## src/rtl/cnn_layer_scheduler_pkg.sv

```systemverilog
// Shared types and helpers for the CNN layer scheduler.
package cnn_sched_pkg;

  typedef enum logic [2:0] {
    IDLE,
    MVM,
    SETTLE,
    WAIT_NEXT,
    FUNC
  } sched_state_t;

  // Width of a down-counter that must hold the value n (never narrower than 1 bit).
  function automatic int settle_w(input int n);
    return (n < 1) ? 1 : $clog2(n + 1);
  endfunction

endpackage

```

## src/rtl/cnn_layer_scheduler_if.sv

```systemverilog
// Handshake bundle between the scheduler and the generated layer array.
interface cnn_layer_scheduler_if #(
  parameter int num_layers      = 5,
  parameter int frame_cnt_width = 16
);

  logic                       i_enable;
  logic [num_layers-1:0]      i_ibuf_full;
  logic [num_layers-1:0]      i_layer_busy;
  logic [num_layers-1:0]      i_func_done;
  logic [num_layers-1:0]      o_start;
  logic [num_layers-1:0]      o_func_start;
  logic [num_layers-1:0]      o_next_busy;
  logic [num_layers-1:0]      o_active;
  logic                       o_frame_done;
  logic [frame_cnt_width-1:0] o_frame_cnt;

  // Scheduler side.
  modport master (
    input  i_enable, i_ibuf_full, i_layer_busy, i_func_done,
    output o_start, o_func_start, o_next_busy, o_active, o_frame_done, o_frame_cnt
  );

  // Layer-array side.
  modport slave (
    output i_enable, i_ibuf_full, i_layer_busy, i_func_done,
    input  o_start, o_func_start, o_next_busy, o_active, o_frame_done, o_frame_cnt
  );

endinterface

```

## src/rtl/cnn_layer_scheduler_seq.sv

```systemverilog
// Per-layer sequencer: start the CIM phase, wait for it to finish and settle,
// wait for the downstream layer to be free, then start the function phase.
module layer_seq_fsm
  import cnn_sched_pkg::*;
#(
  parameter int settle_cycles = 4
) (
  input  logic         clk,
  input  logic         rst,
  input  logic         i_enable,
  input  logic         i_ibuf_full,
  input  logic         i_layer_busy,
  input  logic         i_func_done,
  input  logic         i_next_idle,
  input  logic         i_is_last,
  output logic         o_start,
  output logic         o_func_start,
  output sched_state_t o_state
);

  localparam int sw = settle_w(settle_cycles);

  sched_state_t  state, state_nxt;
  logic [sw-1:0] cnt, cnt_nxt;
  logic          mvm_first, mvm_first_nxt;
  logic          start_nxt, func_start_nxt;

  // State, settle counter and registered pulse outputs.
  // NOTE: non-blocking assignments so every register samples pre-edge values.
  always_ff @(posedge clk or negedge rst) begin
    if (!rst) begin
      state        <= IDLE;
      cnt          <= '0;
      mvm_first    <= 1'b0;
      o_start      <= 1'b0;
      o_func_start <= 1'b0;
    end else begin
      state        <= state_nxt;
      cnt          <= cnt_nxt;
      mvm_first    <= mvm_first_nxt;
      o_start      <= start_nxt;
      o_func_start <= func_start_nxt;
    end
  end

  // Next-state and pulse decode.
  // NOTE: every signal gets a default first so no latch is inferred.
  always_comb begin
    state_nxt      = state;
    cnt_nxt        = cnt;
    mvm_first_nxt  = 1'b0;
    start_nxt      = 1'b0;
    func_start_nxt = 1'b0;
    case (state)
      IDLE: begin
        if (i_enable && i_ibuf_full) begin
          state_nxt     = MVM;
          mvm_first_nxt = 1'b1;
          start_nxt     = 1'b1;
        end
      end
      MVM: begin
        // The layer sees o_start during the first MVM cycle, so its busy
        // flag is only meaningful from the second cycle onward.
        if (!mvm_first && !i_layer_busy) begin
          if (settle_cycles == 0) begin
            state_nxt = WAIT_NEXT;
          end else begin
            state_nxt = SETTLE;
            cnt_nxt   = sw'(settle_cycles);
          end
        end
      end
      SETTLE: begin
        cnt_nxt = cnt - sw'(1);
        if (cnt == sw'(1)) state_nxt = WAIT_NEXT;
      end
      WAIT_NEXT: begin
        if (i_is_last || i_next_idle) begin
          state_nxt      = FUNC;
          func_start_nxt = 1'b1;
        end
      end
      FUNC: begin
        if (i_func_done) state_nxt = IDLE;
      end
      default: state_nxt = IDLE;
    endcase
  end

  assign o_state = state;

endmodule

```

## src/rtl/cnn_layer_scheduler.sv

```systemverilog
// Central sequencer for the generated CNN: one layer_seq_fsm per layer,
// downstream-busy chaining between neighbours, and the completed-frame counter.
module cnn_layer_scheduler
  import cnn_sched_pkg::*;
#(
  parameter int num_layers      = 5,
  parameter int settle_cycles   = 4,
  parameter int frame_cnt_width = 16
) (
  input  logic                  clk,
  input  logic                  rst,
  cnn_layer_scheduler_if.master bus
);

  sched_state_t               layer_state [num_layers];
  logic [num_layers-1:0]      active;
  logic [num_layers-1:0]      next_idle;
  logic [num_layers-1:0]      start_vec;
  logic [num_layers-1:0]      func_start_vec;
  logic                       last_done;
  logic                       frame_done_q;
  logic [frame_cnt_width-1:0] frame_cnt_q;

  // Decode which layers are out of IDLE; all derived from state registers.
  always_comb begin
    active = '0;
    for (int k = 0; k < num_layers; k++) active[k] = (layer_state[k] != IDLE);
  end

  // Bit k looks at layer k+1; the top bit shifts in 0 (nothing downstream).
  assign next_idle = ~(active >> 1);

  for (genvar k = 0; k < num_layers; k++) begin : g_layer
    layer_seq_fsm #(
      .settle_cycles (settle_cycles)
    ) u_seq (
      .clk          (clk),
      .rst          (rst),
      .i_enable     (bus.i_enable),
      .i_ibuf_full  (bus.i_ibuf_full[k]),
      .i_layer_busy (bus.i_layer_busy[k]),
      .i_func_done  (bus.i_func_done[k]),
      .i_next_idle  (next_idle[k]),
      .i_is_last    (k == num_layers - 1),
      .o_start      (start_vec[k]),
      .o_func_start (func_start_vec[k]),
      .o_state      (layer_state[k])
    );
  end

  // The last layer leaving FUNC is the same edge that completes a frame.
  assign last_done = (layer_state[num_layers-1] == FUNC) && bus.i_func_done[num_layers-1];

  // Frame-done pulse and wrapping completed-frame counter.
  always_ff @(posedge clk or negedge rst) begin
    if (!rst) begin
      frame_done_q <= 1'b0;
      frame_cnt_q  <= '0;
    end else begin
      frame_done_q <= last_done;
      if (last_done) frame_cnt_q <= frame_cnt_q + frame_cnt_width'(1);
    end
  end

  assign bus.o_start      = start_vec;
  assign bus.o_func_start = func_start_vec;
  assign bus.o_active     = active;
  assign bus.o_next_busy  = active >> 1;
  assign bus.o_frame_done = frame_done_q;
  assign bus.o_frame_cnt  = frame_cnt_q;

endmodule
```

## src/flat_wrapper.sv

```systemverilog
// flat-port wrapper written by rule: the top's interface ports become plain ports
module cnn_layer_scheduler_flat import cnn_sched_pkg::*;
#(
  parameter int num_layers      = 5,
  parameter int settle_cycles   = 4,
  parameter int frame_cnt_width = 16
)
  (clk, rst, bus_i_enable, bus_i_ibuf_full, bus_i_layer_busy, bus_i_func_done, bus_o_start, bus_o_func_start, bus_o_next_busy, bus_o_active, bus_o_frame_done, bus_o_frame_cnt);
  cnn_layer_scheduler_if #(.num_layers(num_layers), .frame_cnt_width(frame_cnt_width)) bus_i ();
  input  logic clk;
  input  logic rst;
  input wire logic [$bits(bus_i.i_enable)-1:0] bus_i_enable;
  input wire logic [$bits(bus_i.i_ibuf_full)-1:0] bus_i_ibuf_full;
  input wire logic [$bits(bus_i.i_layer_busy)-1:0] bus_i_layer_busy;
  input wire logic [$bits(bus_i.i_func_done)-1:0] bus_i_func_done;
  output wire logic [$bits(bus_i.o_start)-1:0] bus_o_start;
  output wire logic [$bits(bus_i.o_func_start)-1:0] bus_o_func_start;
  output wire logic [$bits(bus_i.o_next_busy)-1:0] bus_o_next_busy;
  output wire logic [$bits(bus_i.o_active)-1:0] bus_o_active;
  output wire logic [$bits(bus_i.o_frame_done)-1:0] bus_o_frame_done;
  output wire logic [$bits(bus_i.o_frame_cnt)-1:0] bus_o_frame_cnt;
  assign bus_i.i_enable = bus_i_enable;
  assign bus_i.i_ibuf_full = bus_i_ibuf_full;
  assign bus_i.i_layer_busy = bus_i_layer_busy;
  assign bus_i.i_func_done = bus_i_func_done;
  assign bus_o_start = bus_i.o_start;
  assign bus_o_func_start = bus_i.o_func_start;
  assign bus_o_next_busy = bus_i.o_next_busy;
  assign bus_o_active = bus_i.o_active;
  assign bus_o_frame_done = bus_i.o_frame_done;
  assign bus_o_frame_cnt = bus_i.o_frame_cnt;
  cnn_layer_scheduler #(.num_layers(num_layers), .settle_cycles(settle_cycles), .frame_cnt_width(frame_cnt_width)) u_core (.clk(clk), .rst(rst), .bus(bus_i));
endmodule
```

## config.mk

```make
export PLATFORM = sky130hd
export DESIGN_NAME = cnn_layer_scheduler_flat
export DESIGN_NICKNAME = d
export VERILOG_FILES = /design/src/rtl/cnn_layer_scheduler_pkg.sv /design/src/rtl/cnn_layer_scheduler_if.sv /design/src/rtl/cnn_layer_scheduler_seq.sv /design/src/rtl/cnn_layer_scheduler.sv /design/src/flat_wrapper.sv
export SDC_FILE = /design/constraint.sdc
export NUM_CORES = 1
export LEC_CHECK = 0
export ABC_AREA = 1
export CORE_MARGIN = 2
export CORE_UTILIZATION = 33
export DETAILED_ROUTE_END_ITERATION = 16
export PLACE_DENSITY = 0.5
export RECOVER_POWER = 50
export SLEW_MARGIN = 10
export SYNTH_ARGS = -nofsm -noshare
export SYNTH_HDL_FRONTEND = slang
export SYNTH_HIERARCHICAL = 1
export SYNTH_SLANG_ARGS = --single-unit
```

## constraint.sdc

```tcl
create_clock -name clk -period 3.9 [get_ports clk]
set_input_delay 1.17 -clock clk [delete_from_list [all_inputs] [get_ports clk]]
set_output_delay 1.17 -clock clk [all_outputs]
set_load 0.01 [all_outputs]
```

**Word level (Yosys, flattened, before mapping)**

Index checks and enable logic that the tools add are counted.

- Register bits: 57
- Input port bits: 18
- Logic and storage cells: 182

- Muxes and demuxes: 58
- Bitwise logic cells: 1
- Reduce and logical (&&, ||, !) cells: 46
- Eq/ne operators: 49
- Add/sub/neg operators: 6

Operators by type and width:

| cell | count |
|---|---|
| $mux 3 | 29 |
| $pmux 3 s5 | 5 |
| $ne 2x2->1 const B | 20 |
| $eq 3x1->1 const B | 10 |
| $eq 3x2->1 const B | 10 |
| $pmux 3 s2 | 5 |
| $reduce_and 5->1 | 4 |
| $mux 1 | 19 |
| $add 16x1->16 const B | 1 |
| $eq 3x3->1 const B | 5 |
| $logic_not 3->1 | 5 |
| $reduce_bool 3->1 | 5 |
| $sub 3x1->3 const B | 5 |
| $logic_and 1x1->1 | 11 |
| $logic_not 1->1 | 10 |
| $reduce_and 2->1 | 5 |
| $reduce_bool 2->1 | 5 |
| $ne 2x1->1 const B | 4 |
| $not 4->4 | 1 |
| $reduce_and 4->1 | 1 |

**Longest topological paths before layout**

Gate-level depths: netlist of run 1.

- Depth after elaboration: 4
- Mapped depth: 9
- Gate-level depth less buffers: 9

**Modules after synthesis**

Netlist of run 1, hierarchy kept.

Modules (own cells, without submodules):

| module | instances | area each (µm²) | cells an instance |
|---|---|---|---|
| layer_seq_fsm (u_core.g_layer[0].u_seq ...) | 4 | 450.4 | 61 |
| cnn_layer_scheduler | 1 | 1,008.5 | 133 |
| layer_seq_fsm (u_core.g_layer[4].u_seq) | 1 | 455.4 | 60 |

**Least setup slack after synthesis of run 1**

OpenSTA, ideal clock, no wires.

- Path type: register -> output
- Start: reg u_core.g_layer[4].u_seq.state[1]
- End: out bus_o_next_busy[3]
- Cell stages (with the launch flop): 6
- Data required time: 2.730 ns
- Arrival time: 0.990 ns
- Slack: 1.740 ns
- Buffers on the path: 1
- Cells stage by stage: dfrtp_1 > nor2_4 > inv_1 > nor2_1 > inv_1 > buf_4

- Cells in the longest elaborated chain, start to end: 1

Ends and longest elaborated chain:

| item | line | text |
|---|---|---|
| start, declared | cnn_layer_scheduler_seq.sv:23 | `sched_state_t state, state_nxt;` |
| start signal, assigned | cnn_layer_scheduler_seq.sv:38 | `state <= state_nxt;` |
| $reduce_bool 3->1 | cnn_layer_scheduler.sv:27 | `for (int k = 0; k < num_layers; k++) active[k] = (layer_state[k] != IDLE);` |
| end, declared | flat_wrapper.sv:18 | `output wire logic [$bits(bus_i.o_next_busy)-1:0] bus_o_next_busy;` |

No other way between the ends.

**Final worst setup path of run 1**

- Start: reg u_core.g_layer[4].u_seq.state[1]
- End: out bus_o_active[4]

- Cells in the longest elaborated chain, start to end: 1

Ends and longest elaborated chain:

| item | line | text |
|---|---|---|
| $reduce_bool 3->1 | cnn_layer_scheduler.sv:27 |  |
| end, declared | flat_wrapper.sv:19 | `output wire logic [$bits(bus_i.o_active)-1:0] bus_o_active;` |

No other way between the ends.

==> results of run 1 <==
[layout make-up]
cell class	instances	area, um2
multi-input combinational	299	1470
tap	133	166
clock buffer	11	151
fill	994	5550
clock inverter	5	77.6
timing repair buffer	55	536
inverter	80	300
sequential	57	1430
[per-stage QoR]
stage          hold WS (ps)  cells  utilization  total power, mW  cell area [um2]
6_report                506    640        0.427             2.89             4130
5_1_grt                 548    640        0.427             3.18             4130
3_3_place_gp            490    624        0.407             2.28             3940
2_1_floorplan           477    442            -             1.90             3280
3_5_place_dp            494    624        0.407             2.30             3940
4_1_cts                 511    640        0.431             2.96             4170
[worst max-delay path, delay by kind of cell (launching register included)]
family | cells | cell delay, ps
flip-flops | 1 | 460
AND/OR/NAND/NOR | 2 | 310
buffers and inverters | 3 | 610
[synthesized netlist by cell type, types with 6 or more instances]
library cell,instances
sky130_fd_sc_hd__o21ai_0,10
sky130_fd_sc_hd__nor2_2,8
sky130_fd_sc_hd__ha_1,11
sky130_fd_sc_hd__nor2_1,51
sky130_fd_sc_hd__nand4_1,6
sky130_fd_sc_hd__nand2_1,107
sky130_fd_sc_hd__a21oi_1,6
sky130_fd_sc_hd__dfrtp_1,57
sky130_fd_sc_hd__nand3_1,43
sky130_fd_sc_hd__inv_1,76
[power groups by stage]
stage	clock [mW]	sequential, mW	combinational, mW
after floorplan	0	0.975	0.924
after global placement	0	0.998	1.29
after detailed placement	0	0.999	1.30
after CTS	0.663	0.989	1.31
after global routing	0.689	1.02	1.47
final	0.640	0.985	1.26
[routing by layer]
metal	part of all wire	vias up
met3	0.041	5
met5	0	-
li1	-	1480
met2	0.46	46
met4	0.011	0
met1	0.49	1264
[layout by cell type (no fill, tap or decap), drive strengths merged, types with 2 or more instances in the layout]
cell type	synthesis	layout
xor2	5	5
nand3	44	44
dfrtp	57	57
ha	11	11
clkdlybuf4s50	0	42
nor2	62	62
and2	5	5
clkbuf	0	13
a21oi	6	6
o21ai	15	15
xnor2	3	3
nor3	6	6
nand2	110	110
o21bai	4	4
inv	80	79
o22ai	4	4
dlygate4sd3	0	10
nor4	5	5
bufinv	0	2
clkinv	0	3
nand4	6	6
or2	4	4
conb	2	7
[logic make-up (layout without fill, tap and decap cells)]
family	count (synthesis)	count (layout)	share of synthesized area
AO/OA/AOI/OAI	29	29	0.0536
XOR/XNOR	8	8	0.0215
adder cells (fa/ha/maj)	11	11	0.0421
buffers and inverters	86	151	0.107
flip-flops	57	57	0.437
other	2	7	0.00230
AND/OR/NAND/NOR	244	244	0.337
[worst max-delay path by stage]
stage          depth (start not counted)                                 end                          startpoint
6_report                               5                     bus_o_active[4]  u_core/g_layer[4].u_seq/o_state[1]
5_1_grt                                1  u_core/g_layer[2].u_seq/o_state[0]                                 rst
4_1_cts                                5                     bus_o_active[4]  u_core/g_layer[4].u_seq/o_state[1]
3_5_place_dp                           5                     bus_o_active[4]  u_core/g_layer[4].u_seq/o_state[1]
3_3_place_gp                           3                  bus_o_next_busy[1]  u_core/g_layer[2].u_seq/o_state[1]
2_1_floorplan                          5                  bus_o_next_busy[3]  u_core/g_layer[4].u_seq/o_state[1]
[sequential cells by signal, summed over array words and instances (netlist names)]
name and cells:
u_core/g_layer.u_seq/cnt 15, u_core/bus.o_frame_cnt 16, u_core/bus.o_frame_done 1, u_core/g_layer.u_seq/o_state 15, u_core/g_layer.u_seq/mvm_first 5, u_core/g_layer.u_seq/o_func_start 5
==> impl_summary.md, run 1 <==
Worst setup path
The highest-delay cell along the critical path is sky130_fd_sc_hd__clkdlybuf4s50_1. The type of the worst setup path is flop to primary output. The depth of the worst register-to-register path is 5.

Setup slack on the worst reg-to-reg path comes out at 2310 ps. On the worst path, the slowest cell contributes a delay of around 480 ps. The critical path goes through nor2_1 > inv_1 > nor2_1 > inv_1 > clkdlybuf4s50_1. The endpoint of the lowest-slack register-to-register path is u_core/bus.o_frame_cnt[5]. The maximum fanout along the worst path is 7. The worst setup path is launched from a flop.

Data on the critical path is required at its endpoint by roughly 2700 ps. The reg-to-reg startpoint is u_core/g_layer[4].u_seq/o_state[1]. The worst setup path is captured at a primary output. The signal arrival time at the worst endpoint is approximately 1700 ps.

Drt
The post-detailed-route via-to-cell ratio is about 4.4. The detailed-router iteration count before antenna repair is 5. The number of DRC markers in iteration 0 is approximately 70. The routed via count is roughly 2,800. After detailed routing, the number of remaining DRC violations is 0. In the final routed layout, each cell accounts on average for roughly 11 um. The count of nets left with antenna violations once routing finished came out at 0. The final layout contains routed wiring with a total length of ~7.0 mm.

Yosys
The synthesized netlist occupies a cell area of between 3000 and 4000 um2. The number of flip-flops and latches in the synthesized netlist is between 50 and 60. The number of warnings issued by yosys is 6.

Synthesis produced 437 cells. The share of the Yosys chip area taken by registers is 0.437. The number of enable-type register cells in the synthesized netlist is 0.

The largest total area in the synthesized netlist belongs to sky130_fd_sc_hd__dfrtp_1. Yosys attributes the largest share of cell area to sky130_fd_sc_hd__dfrtp_1 44%, sky130_fd_sc_hd__nand2_1 12%, sky130_fd_sc_hd__inv_1 8.7%. Of all flip-flops after synthesis, the portion carrying an async set or reset was 1.00. The average cell area after synthesis is around 7.5 um2. Among all flip-flop cells after synthesis, the most frequent one is sky130_fd_sc_hd__dfrtp_1.

The netlist uses 31 different library cells. The share of Yosys cell area claimed by the top area cell type is 0.437.

Flow run
The tool flagged a number of max-cap violations equal to 1.

Timing
Setup violations remaining at the end of the flow were counted as 0. The smallest clock period supported by the final layout is computed as approximately 2900 ps. Setup repair after global routing left no endpoint under its margin. In this run the tightest slew margin relative to its limit is -0.529. Dividing the final minimum period by the clock period gives 0.739. Based on the critical path, the design can be clocked at up to around 0.35 GHz. At the pin with the least slew margin, the transition time is around 2300 ps. The count of endpoints failing hold in the final timing report is 0. The smallest setup slack after layout is ~1000 ps.

The max-slew violation count was between 40 and 50. Clock skew on the completed layout was measured at roughly 11 ps. The total negative slack for setup checks is 0 ps.

Global routing
The global-route met2 utilization is 0.227. The via count of the first global-routing pass is approximately 2,600. The largest net degree at the start of global routing is between 40 and 50.

The total grt overflow is 0. The first global-routing pass estimated 11.8 mm of wire. The total routing usage reported by global routing is 0.139. The initial antenna violation count is 0. The met1 track demand over resource is 0.186. In the global route stage, met3 resource usage came out at 0.0336. The routing layer with the top usage in global route is met2.

Placed design
Port buffering added 53 buffers. Detailed placement finished with a half-perimeter wire length of just over 5 mm. The worst setup slack before clock tree synthesis is between 1000 and 1500 ps. The placer's final routability congestion estimate is roughly 0.82.

Floorplan
Pin placement for this block handled 55 I/O pins. The area of the core is a little under 10,000 um2. The floorplan step defined a die boundary enclosing ~11,000 um2.

From left edge to right edge, the die measures slightly above 100 um. The vertical die dimension is 103 um. The number of core rows is 36.

The effective utilization at floorplan is 0.337.

CTS
Buffers inserted to repair hold after CTS numbered 0. The post-CTS setup repair buffer count is 0. The clock net sink count is 57. TritonCTS built the clock tree.

The post-CTS resize count is 0. The count of H-tree levels built during CTS is 3. Counting along the longest clock path gives a buffer depth of 2. The root buffer cell chosen for the clock tree is sky130_fd_sc_hd__clkbuf_8. Clock-pin slew was measured on the worst setup and hold paths at 70 ps. The number of CTS-inserted buffers is 9.

The clock network latency to the later pin of the worst-skew pair is 330 ps.

Power and ir drop
The ratio of total power to cell area is ~700 nW/um2. The static power due to leakage is roughly 2.2 nW. The cell-internal power is approximately 1.7 mW. The sequential power share is 0.341. The portion of total power attributed to combinational logic is 0.437. The highest ir drop seen on vdd is slightly above 0.0003 V.

Of the total power, the share spent switching nets is 0.399. In this run the power spent charging and discharging nets is approximately 1.2 mW. The share of total power in the clock network is 0.222.

Hold path
Along the worst hold path, the cell count comes to 2. The destination of the worst hold path is u_core/bus.o_frame_cnt[15]. The worst min-delay path startpoint is u_core/bus.o_frame_cnt[15]. The classification of the worst-slack hold path is flop to flop.

Finish
The area growth from synthesis to final layout is 26.5%. In the final layout, the share of cells above drive strength 1 is 0.0730. The number of nets in the finished design is 531. The number of antenna diodes in the final layout is 0.

Run status
The flow ran to the end, but the final reports show violations. The checks that failed: max-capacitance violations, max-slew violations.
No activity file was read; power rests on OpenSTA's default activity.
==> run 2, diff against run 1 <==
clock period = 2.7 ns   (was 3.9 ns; I/O delays follow)
==> run 2 against run 1 <==
  * The run now ends clean
  * Combinational power grew 45%
  * Sequential share of layout area grew 0.52 points
  * Sequential power grew 45%
  * Critical path depth shrank 2
  * Clock skew shrank 1.8 ps
  * Final cell count grew 0.16%
  * Die area is the same
  * Global-route usage grew 0.47 points
  * Critical path type unchanged
  * Largest cell class unchanged
==> impl_summary.md, run 2 (synthesis results as in run 1) <==
Placed design
Buffers placed on the I/O ports in this run total 53. The placer's final routability congestion estimate is a little over 0.8. After detailed placement, the design holds a cell count of around 630. Timing analysis after detailed placement gives a worst setup slack of ~540 ps. The placed wire-length estimate is 5.36 mm.

Timing
Setup repair after global routing left no endpoint under its margin. The worst slew margin relative to its limit is 0.321. The peak clock frequency supported by timing is approximately 0.4 GHz. In the post-route analysis, the smallest setup slack over all paths is between 200 and 250 ps.

Setup total negative slack on the finished layout was measured at 0 ps. Setup violations remaining at the end of the flow were counted as 0. The worst path needs 2470 ps of the cycle, external delays included.

The fraction of the cycle the final worst path needs is 0.916. The max-slew violation count is 0. Between clock sinks in the finished design, the worst skew comes to about 9 ps. The count of endpoints failing hold in the final timing report came to 0. The measured slew at the worst slew-check pin is 1020 ps.

Floorplan
The effective utilization at floorplan is 0.337. From left edge to right edge, the die measures approximately 100 um. The vertical die dimension is 103 um. The overall die area is 10,700 um2.

In this run the count of I/O pins placed on the die edge is 55. The region available for standard cell placement spans 9680 um2. In this run the core area contains 36 standard-cell rows.

Global routing
The wire length of the first global-routing pass is about 12 mm. The initial antenna violation count is 0. The via count of the first global-routing pass came to around 2,800.

The largest net degree at the start of global routing is 21. Across every metal layer, demand over resource in global routing totals 0.144. The total grt overflow is 0.

Finish
In the layout the commonest cells are 108 x sky130_fd_sc_hd__nand2_1, 76 x sky130_fd_sc_hd__inv_1, 57 x sky130_fd_sc_hd__dfrtp_1. The count of non-filler cells in the finished layout is between 600 and 700. The share of cells above drive strength 1 is 0.0728. The library cell used most frequently in the layout, excluding fill and tap cells, is sky130_fd_sc_hd__nand2_1.

Relative to the synthesized area, the layout overhead comes to 24.6%. The sequential standard cell area is 1430 um2. The count of inserted antenna diode cells is 0. At the end of the flow, the number of nets in the layout was 532.

The area occupied by multi-input gates is between 1000 and 1500 um2. Fill cells in the final layout number between 1,000 and 1,500. The number of flip-flops in the largest register is 16.

Drt
The total wire length is 6.91 mm. For this block, the via count after detailed routing is roughly 2,800. Dividing the detail-routed wire length by the instance count gives approximately 11 um. The residual antenna-violating net count after detailed routing is 0. The detailed-router iteration count before antenna repair is 4. The post-detailed-route via-to-cell ratio is around 4.4. In the routed design, unresolved DRC markers number 0.

After the first detailed-routing iteration, the DRC count stood at 96.

CTS
The number of buffers between clock root and the deepest sink is 2. In this run the clock root is driven by a sky130_fd_sc_hd__clkbuf_8. After clock tree synthesis, the flow added hold-fix buffers numbering 0.

TritonCTS built the clock tree. In this run, CTS created clock tree buffers numbering 9. The clock network latency to the later pin of the worst-skew pair is approximately 330 ps. The number of gates resized after CTS was 0.

The clock edge transition at the registers on the reported setup and hold paths is about 70 ps. The H-tree generated during clock tree synthesis spans 3 levels. The clock drives 57 sinks. The number of setup buffers added after CTS is 0.

Worst setup path
The type of the worst setup path is flop to primary output. Data on the critical path is required at its endpoint by 1890 ps. Along the worst path, the maximum fanout reaches 8. STA puts the critical path data arrival time at about 1700 ps. The worst setup path is launched from a flop. STA classifies the critical path endpoint as a primary output.

Run status
The flow ran to the end, and the final reports show no timing, DRC or antenna violations.

Flow run
The number of maximum-capacitance violations is 0.

Power and ir drop
The highest ir drop seen on vdd is around 0.00052 V. Summed over all cells, the static leakage comes to roughly 2.1 nW. Overall power consumption after layout is estimated at roughly 3.9 mW.

Dividing total power by cell area gives a power density of 963 nW/um2.

Hold path
The classification of the worst-slack hold path is flop to flop.
-- run 2: changes by cell type in the layout (fill, tap and decap cells not counted), moves of 2 or more --
cell / delta
sky130_fd_sc_hd__clkbuf_8: -2
sky130_fd_sc_hd__clkdlybuf4s50_1: +3
sky130_fd_sc_hd__clkbuf_1: +4
sky130_fd_sc_hd__dlygate4sd3_1: -3
sky130_fd_sc_hd__clkinv_2: +2
sky130_fd_sc_hd__bufinv_16: -2
-- run 2: through the flow --
stage / area [um2] / util / hold WS, ps
floorplan: 3280 / - / 477
global placement: 3950 / 0.408 / 488
detailed placement: 3950 / 0.408 / 499
CTS: 4110 / 0.424 / 422
global route: 4070 / 0.420 / 542
finish: 4070 / 0.420 / 504
-- run 2: final timing paths --
kind | from | to | slack (ps) | cells after the start
max | u_core/g_layer[2].u_seq/o_state[1] | bus_o_next_busy[1] | 230 | 3
min | u_core/bus.o_frame_cnt[13] | u_core/bus.o_frame_cnt[13] | 500 | 2
max reg2reg | u_core/g_layer[4].u_seq/o_state[2] | u_core/bus.o_frame_cnt[5] | 1170 | 6
min reg2reg | u_core/bus.o_frame_cnt[13] | u_core/bus.o_frame_cnt[13] | 500 | 2
max in group asynchronous | rst | u_core/g_layer[1].u_seq/o_state[2] | 870 | 2
min in group asynchronous | rst | u_core/g_layer[3].u_seq/mvm_first | 640 | 1
-- run 2: power by group --
group / switching [mW] / internal [mW] / total (mW)
clock network: 0.325 / 0.327 / 0.652
logic: 1.01 / 0.819 / 1.83
registers: 0.304 / 1.13 / 1.43
-- run 2: layer usage --
layer	wire, um	GRT usage	up-vias
met5	0	0	-
met4	74	0.0415	0
met3	390	0.0423	5
met2	3250	0.235	55
met1	3200	0.186	1265
li1	-	-	1480
-- run 2: cell type report --
class,instances,share of cell area
Clock inverter,4,0.00492
Clock buffer,12,0.0332
Inverter,80,0.0738
Timing Repair Buffer,56,0.132
Tap cell,133,0.0409
Sequential cell,57,0.350
Multi-Input combinational cell,299,0.365
-- run 2: critical path, cell delays in order, from the launching register on --
cell	delay, ps
sky130_fd_sc_hd__dfrtp_1	460
sky130_fd_sc_hd__nor3_1	300
sky130_fd_sc_hd__inv_1	90
sky130_fd_sc_hd__clkdlybuf4s50_1	490
==> run 3, diff against run 2 <==
GPL_TIMING_DRIVEN = 0   (was not set)
==> run 3 against run 2 <==
  * Non-clock buffer count grew 3
  * Core utilization grew 0.81 points
  * Highest routed layer unchanged
  * Fmax shrank 4.0%
  * Combinational power grew 4%
  * Largest power group unchanged
==> impl_summary.md, run 3 (synthesis results as in run 1) <==
Finish
The top cell types in the final layout, fill and taps aside, are 108 x sky130_fd_sc_hd__nand2_1, 76 x sky130_fd_sc_hd__inv_1, 55 x sky130_fd_sc_hd__dfrtp_1. The number of nets in the finished design is between 500 and 600. The commonest non-fill, non-tap cell in the layout is sky130_fd_sc_hd__nand2_1. The number of flip-flops in the largest register is 16.

Relative to the synthesized area, the layout overhead comes to 27.0%. Of the cells placed in the final design, the portion with a size suffix greater than 1 is 0.0998. The finished layout holds 644 standard cells, fillers aside. The post-route core utilization is 0.428. The count of inserted antenna diode cells is 0.

Drt
The residual DRC count is 0. Dividing the detail-routed wire length by the instance count gives between 10 and 15 um. The number of DRC markers in iteration 0 is between 80 and 90. The routed layout has roughly 2,800 vias. For this run, the detailed router's first-pass iteration total came to 6. Summed over all layers, the routed wires come to slightly below 7 mm. The post-detailed-route via-to-cell ratio is between 4 and 5. In this run the remaining antenna-violating nets after routing total 0.

Hold path
Along the worst hold path, the cell count comes to 2. The path with the worst hold slack has its endpoint at u_core/bus.o_frame_cnt[15]. The worst min-delay path startpoint is u_core/bus.o_frame_cnt[15]. The classification of the worst-slack hold path is flop to flop.

Placed design
At the placement stage, the worst setup path has a slack of between 300 and 400 ps. During placement, the flow inserted port buffers numbering 53. Counting tap cells, the placed design contains a total of around 630 instances. The placer's final routability congestion estimate is between 0.8 and 0.9. The placed wire-length estimate is approximately 4.9 mm.

Worst setup path
For the worst setup path, the data arrival time is 1770 ps. In this design, the stage delay of the slowest critical-path cell is ~470 ps. Counting cells, the worst reg-to-reg path comes to 6. The worst register-to-register path ends at u_core/bus.o_frame_cnt[8]. The worst setup path is captured at a primary output.

The required time at the endpoint of the critical path is 1890 ps. Walking the worst path, the cells encountered are nor3_1 > inv_1 > buf_4 > clkdlybuf4s50_1. Across all register-to-register paths, the minimum setup slack is roughly 1200 ps.

On the critical path the largest part of the delay comes from buffers and inverters. The maximum fanout along the worst path is 8. The number of buffers and inverters on the critical path is 3. The setup path with the least slack is of type flop to primary output.

The largest individual stage delay along the critical path comes from the cell sky130_fd_sc_hd__dfrtp_1. The worst register-to-register path begins at u_core/g_layer[4].u_seq/o_state[2]. The sort of element at the start of the critical path is a flop.

CTS
Clock latency on the worst-skew pair, taken at its later pin, is between 300 and 400 ps. Clock-pin slew was measured on the worst setup and hold paths at 60 ps. The count of H-tree levels built during CTS is 3. After clock tree synthesis, the flow added hold-fix buffers numbering 0. The number of CTS-inserted buffers is 9.

The TritonCTS clock tree is done. Counting every sink on the clock net gives 57. The longest clock path from root to sink contains 2 buffers. The master cell of the clock root buffer is sky130_fd_sc_hd__clkbuf_8.

Timing
Setup repair after global routing left no endpoint under its margin. Setup violations remaining at the end of the flow were counted as 0. The shortest period the worst path allows is ~2600 ps.

In this run the tightest slew margin relative to its limit is 0.0304. At the pin with the least slew margin, the transition time is between 1000 and 1500 ps. Timing would allow up to around 0.39 GHz.

The count of endpoints failing hold in the final timing report is 0. The smallest setup slack after layout is around 120 ps. In the finished design, the share of the clock period the worst path needs comes to 0.954.

The max-slew violation count is 0. Clock skew on the completed layout was measured at between 6 and 7 ps. The worst hold slack across all endpoints is between 500 and 600 ps.

Floorplan
The overall die area is 10,700 um2. The vertical die dimension is between 100 and 150 um. The core region is between 9000 and 10,000 um2. The number of I/O pins is 55. For this configuration, the core starts out at a cell density of 0.337.

The number of core rows is 36. Measured along the x axis, the die boundary spans approximately 100 um.

Power and ir drop
The static power due to leakage is about 2.2 nW. After layout, the design draws a total of around 4.1 mW. For this design the ratio of total power to cell area is a little under 1000 nW/um2. The highest ir drop seen on vdd is between 0.0004 and 0.0005 V.

Global routing
The initial antenna violation count is 0. The largest net degree at the start of global routing is 58. The total grt overflow is 0. The via count of the first global-routing pass is ~2,700. Across every metal layer, demand over resource in global routing totals 0.141. The first global-routing pass estimated approximately 12 mm of wire.

Run status
The run finished with clean final reports.

Flow run
The number of maximum-capacitance violations is 0.
[run 3: changes by cell type in the layout (fill, tap and decap cells not counted), moves of 2 or more]
cell,previous run,this run
sky130_fd_sc_hd__buf_4,0,5
sky130_fd_sc_hd__clkbuf_1,6,2
sky130_fd_sc_hd__clkbuf_8,9,11
sky130_fd_sc_hd__dfrtp_1,57,55
sky130_fd_sc_hd__dfrtp_2,0,2
sky130_fd_sc_hd__nor3_1,5,3
sky130_fd_sc_hd__nor3_2,1,3
sky130_fd_sc_hd__o21ai_0,14,12
sky130_fd_sc_hd__o21ai_2,1,3
[run 3: metal layers]
metal,track usage,wire length (um),vias to the layer above
li1,-,-,1489
met5,0,0,-
met4,0.0719,144,0
met2,0.218,3040,52
met3,0.0242,234,12
met1,0.189,3340,1263
[run 3: metrics by stage]
step,setup TNS (ps),instance area (um2)
final,0,4150
after global routing,0,4150
after CTS,0,4150
after detailed placement,0,3980
after global placement,-71920,3980
after floorplan,0,3280
[run 3: area by class of cell]
cell class                      count  area (um2)
Inverter                           80         300
Multi-Input combinational cell    299        1510
Fill cell                         989        5540
Clock buffer                       13         159
Tap cell                          133         166
Sequential cell                    57        1430
Clock inverter                      3        15.0
Timing Repair Buffer               53         526
Buffer                              6        48.8
[run 3: worst max path at each step]
stage | start | to | cells past startpoint
2_1_floorplan | u_core/g_layer[4].u_seq/o_state[1] | bus_o_next_busy[3] | 5
3_3_place_gp | rst | u_core/bus.o_frame_cnt[10] | 1
3_5_place_dp | u_core/g_layer[4].u_seq/o_state[1] | bus_o_next_busy[3] | 6
4_1_cts | u_core/g_layer[4].u_seq/o_state[1] | bus_o_next_busy[3] | 6
5_1_grt | u_core/g_layer[1].u_seq/o_state[1] | bus_o_next_busy[0] | 4
6_report | u_core/g_layer[1].u_seq/o_state[1] | bus_o_next_busy[0] | 4
[run 3: tightest hold or removal path: cells and delay by family, from the launching register on]
family           cells  cell delay (ps)
AND/OR/NAND/NOR      2              110
flip-flops           1              370
[run 3: what timing repair did]
action | 4_1_cts | 5_1_grt
resized for setup | 0 | 5
setup buffers | 0 | 0
setup endpoints to repair | 0 | 3
[run 3: where the power goes]
part           total, mW  switching, mW  internal, mW  leakage (nW)
Sequential          1.45          0.318          1.13         0.713
Clock              0.719          0.340         0.379        0.0932
Combinational       1.91           1.03         0.880          1.36
Total               4.07           1.68          2.39          2.17
